<file path="src/rtl/alu.sv">
// -----------------------------------------------------------------------------
// alu -- registered WIDTH-bit arithmetic/logic unit.
//
// This block selects one of eight functions of operands A and B using fxn. It
// captures the result into X on the rising clock edge while in_valid is high.
// out_valid shows that X was updated on the most recent rising edge.
//
// Ports:
//   clk       system clock, rising-edge active
//   rst_n     asynchronous active-low reset (clears X, out_valid and flags)
//   A, B      WIDTH-bit operands (two's complement where signedness matters)
//   fxn       function select:
//               000 A, 001 B, 010 -A, 011 -B, 100 signed A<B mask,
//               101 XNOR, 110 A+B, 111 A-B
//   in_valid  operands and fxn are valid this cycle
//   X         registered result
//   out_valid X was captured on the last rising edge
//
// Optional build macro ALU_FLAGS_EN adds the registered flags zero, carry and
// overflow. They are captured together with X.
// -----------------------------------------------------------------------------
module alu #(
    parameter int WIDTH = 6
) (
    input  logic             clk,
    input  logic             rst_n,
    input  logic [WIDTH-1:0] A,
    input  logic [WIDTH-1:0] B,
    input  logic [2:0]       fxn,
    input  logic             in_valid,
`ifdef ALU_FLAGS_EN
    output logic             zero,
    output logic             carry,
    output logic             overflow,
`endif
    output logic [WIDTH-1:0] X,
    output logic             out_valid
);

    localparam logic [WIDTH-1:0] ZERO     = {WIDTH{1'b0}};
    localparam logic [WIDTH-1:0] ONE      = {{(WIDTH-1){1'b0}}, 1'b1};
    localparam logic [WIDTH-1:0] ALL_ONES = {WIDTH{1'b1}};

    logic [WIDTH-1:0] result_s;
    logic [WIDTH-1:0] x_d;
    logic [WIDTH-1:0] x_q;
    logic             valid_d;
    logic             valid_q;

    // Function decode. Each arm reads only the operands it needs, so an
    // unknown value on an unused operand cannot reach the result.
    always_comb begin
        result_s = ZERO;
        case (fxn)
            3'b000:  result_s = A;
            3'b001:  result_s = B;
            3'b010:  result_s = (~A) + ONE;
            3'b011:  result_s = (~B) + ONE;
            3'b100: begin
                if ($signed(A) < $signed(B)) begin
                    result_s = ALL_ONES;
                end else begin
                    result_s = ZERO;
                end
            end
            3'b101:  result_s = ~(A ^ B);
            3'b110:  result_s = A + B;
            3'b111:  result_s = A - B;
            default: result_s = ZERO;
        endcase
    end

    // Capture control: load a new result on valid cycles, otherwise hold.
    always_comb begin
        valid_d = in_valid;
        if (in_valid) begin
            x_d = result_s;
        end else begin
            x_d = x_q;
        end
    end

`ifdef ALU_FLAGS_EN
    localparam logic [WIDTH-1:0] MOST_NEG = {1'b1, {(WIDTH-1){1'b0}}};

    logic [WIDTH:0] sum_s;
    logic [WIDTH:0] diff_s;
    logic           carry_s;
    logic           ovf_s;
    logic           zero_d;
    logic           carry_d;
    logic           ovf_d;
    logic           zero_q;
    logic           carry_q;
    logic           ovf_q;

    // Flag derivation. The extra top bit of diff_s is the unsigned borrow.
    always_comb begin
        sum_s   = {1'b0, A} + {1'b0, B};
        diff_s  = {1'b0, A} - {1'b0, B};
        carry_s = 1'b0;
        ovf_s   = 1'b0;
        case (fxn)
            3'b010:  ovf_s = (A == MOST_NEG);
            3'b011:  ovf_s = (B == MOST_NEG);
            3'b110: begin
                carry_s = sum_s[WIDTH];
                ovf_s   = (A[WIDTH-1] == B[WIDTH-1]) &&
                          (sum_s[WIDTH-1] != A[WIDTH-1]);
            end
            3'b111: begin
                carry_s = diff_s[WIDTH];
                ovf_s   = (A[WIDTH-1] != B[WIDTH-1]) &&
                          (diff_s[WIDTH-1] != A[WIDTH-1]);
            end
            default: begin
                carry_s = 1'b0;
                ovf_s   = 1'b0;
            end
        endcase
    end

    // Flags follow the same load/hold rule as X.
    always_comb begin
        if (in_valid) begin
            zero_d  = (result_s == ZERO);
            carry_d = carry_s;
            ovf_d   = ovf_s;
        end else begin
            zero_d  = zero_q;
            carry_d = carry_q;
            ovf_d   = ovf_q;
        end
    end

    // Flag registers.
    always_ff @(posedge clk or negedge rst_n) begin
        if (!rst_n) begin
            zero_q  <= 1'b0;
            carry_q <= 1'b0;
            ovf_q   <= 1'b0;
        end else begin
            zero_q  <= zero_d;
            carry_q <= carry_d;
            ovf_q   <= ovf_d;
        end
    end

    assign zero     = zero_q;
    assign carry    = carry_q;
    assign overflow = ovf_q;
`else
`endif

    // Result and valid registers.
    always_ff @(posedge clk or negedge rst_n) begin
        if (!rst_n) begin
            x_q     <= ZERO;
            valid_q <= 1'b0;
        end else begin
            x_q     <= x_d;
            valid_q <= valid_d;
        end
    end

    assign X         = x_q;
    assign out_valid = valid_q;

endmodule

</file>
<file path="config.mk">
export PLATFORM = sky130hd
export DESIGN_NAME = alu
export DESIGN_NICKNAME = d
export VERILOG_FILES = /design/src/rtl/alu.sv
export SDC_FILE = /design/constraint.sdc
export NUM_CORES = 1
export LEC_CHECK = 0
export BUFFER_PORTS_ARGS = -buffer_cell sky130_fd_sc_hd__buf_2
export CAP_MARGIN = 40
export CORE_ASPECT_RATIO = 1.5
export CORE_MARGIN = 8
export CORE_UTILIZATION = 57
export CTS_BUF_LIST = sky130_fd_sc_hd__clkbuf_4
export DETAILED_ROUTE_END_ITERATION = 8
export PLACE_DENSITY = 0.83
export SLEW_MARGIN = 15
export SYNTH_ARGS = -nofsm -noshare
export SYNTH_HDL_FRONTEND = slang
export SYNTH_SLANG_ARGS = --single-unit
</file>
<file path="constraint.sdc">
create_clock -name clk -period 0.95 [get_ports clk]
set_clock_uncertainty 0.1 [all_clocks]
set_input_delay 0.095 -clock clk [delete_from_list [all_inputs] [get_ports clk]]
set_output_delay 0.095 -clock clk [all_outputs]
set_load 0.05 [all_outputs]
</file>
# Word-level counts from Yosys, hierarchy flattened
# Index checks and enable logic that the tools add are counted.
[classes]
n_addsub = 4
magnitude_cmp = 1
eq_ne = 7
n_mux = 2
n_bitwise = 4
reduce_logical = 1
[ops]
columns = ["operator", "n"]
rows = [
  ["$pmux W6 S8", 1],
  ["$not A6 Y6", 3],
  ["$add A6 B1 Y6 const B", 2],
  ["$eq A3 B3 Y1 const B", 4],
  ["$add A6 B6 Y6", 1],
  ["$eq A3 B2 Y1 const B", 2],
  ["$lt A6 B6 Y1", 1],
  ["$mux W6", 1],
  ["$sub A6 B6 Y6", 1],
  ["$xor A6 B6 Y6", 1],
  ["$eq A3 B1 Y1 const B", 1],
  ["$logic_not A3 Y1", 1],
]
[word_totals]
regBits = 7
in_bits = 18
output_inout_bits = 7
wordCells = 21

# Depth between registers and ports, before layout
[depth]
ltp_word = 3
depth_mapped = 10
ltp_nobuf = 10

# Worst setup path after synthesis
# Ideal clock, no wire load.
[synth_timing]
path_type = "input to register"
startpoint = "input port A[0]"
endpoint = "register x_q[4] (netlist: X[4])"
setup_time_ns = 0.094
arrival_ns = 1.739
required_ns = 0.756
path_slack_ns = -0.983
path_stages = 10
n_path_buf = 0
cell_sequence = "inv_1 ha_1 inv_1 fa_1 a21oi_2 o21bai_1 a2111o_1 nand2_2 a221oi_2 a221oi_2"
[synth_via]
elab_chain_len = 3
elab_cells_between_ends = 7
classes_between = "3 x add/sub; 1 x order compare; 2 x mux; 1 x bitwise"
[synth_lines]
columns = ["element", "line_no", "source"]
rows = [
  ["start, declared", "27", "input logic [WIDTH-1:0] A,"],
  ["$lt A6 B6 Y1 or $not A6 Y6 (tied branches)", "60, 57", ""],
  ["$mux W6 or $add A6 B1 Y6 (tied branches)", "60, 57", ""],
  ["$pmux W6 S8 (*)", "54", "case (fxn)"],
  ["end signal, assigned", "158", "x_q <= ZERO;"],
  ["end signal, assigned", "161", "x_q <= x_d;"],
  ["end, declared", "46", "logic [WIDTH-1:0] x_q;"],
]
# Mark *: on every way between the ends. The rest lies on a longest branch, timed or not.
# A chain may end at the register's enable or synchronous reset.

# Worst setup path in the final report
[layout_timing]
startpoint = "input port A[0]"
endpoint = "register x_q[2] (netlist: X[2])"
# Same word-level chain as after synthesis.

==> summary by stage <==
Drt
The detailed-route DRC error count is 0. Dividing the detail-routed wire length by the instance count gives 22.54 um. The detail-routed via count per cell is 6.983.

The number of design-rule violations left by the first detailed-router iteration is 183. Detailed routing inserted a total of 1641 vias. The final layout contains routed wiring with a total length of 5298 um. The first detailed-routing pass ran for 6 iterations. The count of nets left with antenna violations once routing finished came out at 0.

GRT
The fraction of met1 tracks used by global routing is 0.2461. In the global route stage, overall resource usage came out at 0.2299. The met2 global-route usage is 0.3861. The aggregate global routing overflow is 0. The number of antenna violations at the first check in global routing is 0. The largest net degree at the start of global routing is 20. The via count of the first global-routing pass is 1594. The highest-utilization routing layer at the global route stage is met2.

The wire length of the first global-routing pass is 6934 um. The met3 layer usage reported by global route is 0.02658.

Timing
The final max-slew violation count is 0. For the pin with the worst max-slew slack, the measured transition is 0.3579 ns. The smallest clock period supported by the final layout is computed as 1.872 ns.

The number of hold-slack violations in the final timing report was 0. In this run the tightest slew margin relative to its limit is 0.7552. Adding up every negative setup slack in the final design gives -5.823 ns.

Setup repair after global routing could not meet its margin everywhere. Across all setup checks in the final design, the least slack found is -0.9224 ns. The part of the cycle the worst path needs is 1.971.

Setup violations remaining at the end of the flow were counted as 13. The achievable clock frequency is 0.5341 GHz.

Clock tree
The clock reaches the later pin of the worst-skew pair after 0.25 ns. The largest buffer count on any clock path is 2. Counting every sink on the clock net gives 7. The master cell of the clock root buffer is sky130_fd_sc_hd__clkbuf_4.

The number of buffers added by the clock tree synthesis step is 3. The total number of H-tree levels is 1. The TritonCTS clock tree is done.

The clock-pin slew on the worst setup and hold paths is 0.06 ns.

Critical path
Broken down by cell family, the worst path's largest delay share belongs to compound AO/OA/AOI/OAI gates. The critical path arrival is 1.92 ns. The count of buffering cells on the critical path with inverters included is 3. STA classifies the critical path startpoint as an input pin. Along the worst path, the maximum fanout reaches 4. Walking the worst path, the cells encountered are buf_12 -> inv_12 -> ha_4 -> inv_2 -> fa_2 -> a21oi_2 -> o21bai_1 -> a2111o_1 -> nand2_2 -> a221oi_1 -> a211oi_1.

The library cell contributing the largest single delay on the critical path is sky130_fd_sc_hd__a2111o_1. The required time at the worst-slack endpoint is 1.00 ns. The critical path's largest stage delay is 0.43 ns. The nature of the critical path endpoint is a flop. The path type of the worst setup path is input pin to flop.

Floorplanning
From left edge to right edge, the die measures 53.58 um. The floorplan has 20 rows. The die outline area is 3877 um^2. The area of the core is 2027 um^2.

The die is 72.37 um tall. The boundary pin count is 25. The initial utilization of the core area, before any placement, comes to 0.5957.

Synthesis
The commonest cells after synthesis are 16 x sky130_fd_sc_hd__inv_1, 16 x sky130_fd_sc_hd__nor2_1, 12 x sky130_fd_sc_hd__ha_1, 10 x sky130_fd_sc_hd__a21oi_1, 9 x sky130_fd_sc_hd__o21ai_0. When the netlist entered floorplanning its net count stood at 180. The sequential area share after synthesis is 0.1451. The post-synthesis sequential element count is 7. The share of synthesized area in the top cell type comes to 0.1451. Counting every instance in the synthesized netlist gives 148. The most used flip-flop cell after synthesis is sky130_fd_sc_hd__dfrtp_1. Yosys attributes the largest share of cell area to sky130_fd_sc_hd__dfrtp_1 15%, sky130_fd_sc_hd__ha_1 12%, sky130_fd_sc_hd__mux2i_1 5.8%, sky130_fd_sc_hd__inv_1 5.0%, sky130_fd_sc_hd__nor2_1 5.0%.

In this run the mean area of a mapped cell was 8.158 um^2. The count of flip-flops with a built-in enable after synthesis is 0. The Yosys step of the flow raised 0 warnings.

In this run, distinct cell masters in the synthesized netlist total 43. The mapped netlist covers 1207 um^2. The async set or reset register ratio after synthesis is 1.000.

The biggest area consumer among synthesized cells is sky130_fd_sc_hd__dfrtp_1.

Place
The instance area at placement is 1598 um^2. The worst setup timing slack at the placement stage is -1.212 ns. The congestion estimate from routability-driven global placement came to 0.9877. Input and output buffers added on the ports amount to 24. The detailed-placement wirelength estimate is 3235 um.

Status
The checks that failed: setup timing. The flow ran to the end, but the final reports show violations.

Power
The leakage power total is 0.0008521 uW. The power per unit of standard cell area is 1037 nW/um^2. VDD sags by at most 0.9231 mV.

Finish
In the final design database the tool counted 246 nets. The number of antenna diodes is 0. From synthesis to final layout, the design area changed by 48.29%. Fill cells in the final layout number 101.

The final standard cell area without fillers is 1790 um^2. The fraction of final layout cells with drive strength greater than 1 is 0.4601.

Min path
The classification of the worst-slack hold path is input pin to flop.

Job
The max capacitance violation total is 0.
-- layout make-up --
cell class / instances / area [um^2] / share of cell area
Inverter: 17 / 76.32 / 0.04263
Sequential cell: 7 / 175.2 / 0.09783
Clock buffer: 4 / 30.03 / 0.01677
Timing Repair Buffer: 68 / 514.2 / 0.2872
Multi-Input combinational cell: 117 / 967.2 / 0.5402
Tap cell: 22 / 27.53 / 0.01537
-- state kept, by name (all words and copies together), names as in the netlist --
| signal | flops |
|---|---|
| out_valid | 1 |
| X | 6 |
-- layer usage --
layer / vias up / wire length (um)
met3: 53 / 573
met2: 175 / 2543
met5: - / 0
met4: 0 / 418
li1: 673 / -
met1: 740 / 1762
-- through the flow --
stage / hold slack (ns) / total power [uW] / util / instances
after floorplan: -0.3006 / 955.8 / - / 148
after global placement: -0.1718 / 1277 / 0.7883 / 224
after detailed placement: -0.1689 / 1309 / 0.7883 / 224
after CTS: 0.08462 / 1700 / 0.8537 / 232
after global routing: 0.08709 / 1920 / 0.8833 / 235
final: 0.08478 / 1856 / 0.8833 / 235
-- report_power, final --
group	internal (uW)	total, uW	switching [uW]
combinational	502	1150	648
sequential	341	390	49.6
clock	190	316	126
-- cells by family after synthesis --
| logic type | Yosys count | share of synthesized area |
|---|---|---|
| AO/OA/AOI/OAI | 48 | 0.2953 |
| AND/OR/NAND/NOR | 41 | 0.1865 |
| flip-flops | 7 | 0.1451 |
| adder cells (fa/ha/maj) | 14 | 0.1575 |
| multiplexers | 7 | 0.05803 |
| XOR/XNOR | 7 | 0.05078 |
| buffers and inverters | 24 | 0.1067 |
-- path summary, 6_finish.rpt --
kind / start / endpoint / slack (ns) / cells past startpoint
max reg2reg: X[3] / X[3] / -0.13 / 2
min reg2reg: X[1] / X[1] / 0.51 / 2
min: in_valid / out_valid / 0.08 / 2
min in group asynchronous: rst_n / X[0] / 0.13 / 2
max: A[0] / X[2] / -0.92 / 11
max in group asynchronous: rst_n / X[4] / 0.44 / 2
-- cell usage in the layout (no fill, tap or decap), types with 6 or more instances in the layout --
cell type / instances
sky130_fd_sc_hd__mux2i_1: 7
sky130_fd_sc_hd__dfrtp_1: 7
sky130_fd_sc_hd__o21ai_0: 6
sky130_fd_sc_hd__buf_6: 7
sky130_fd_sc_hd__buf_4: 44
sky130_fd_sc_hd__buf_2: 15
sky130_fd_sc_hd__inv_1: 14
sky130_fd_sc_hd__nor2_1: 16
sky130_fd_sc_hd__a21oi_1: 8
sky130_fd_sc_hd__ha_1: 9
-- timing repair --
item | in CTS | in global routing
endpoints found under the setup margin | 13 | 13
gates resized for setup | 22 | 8
cloned | 0 | 0
hold endpoints to repair | 7 | 0
hold buffers | 1 | 0
buffers inserted | 3 | 3
pin swaps | 10 | 9
(Power assumes the default switching activity.)
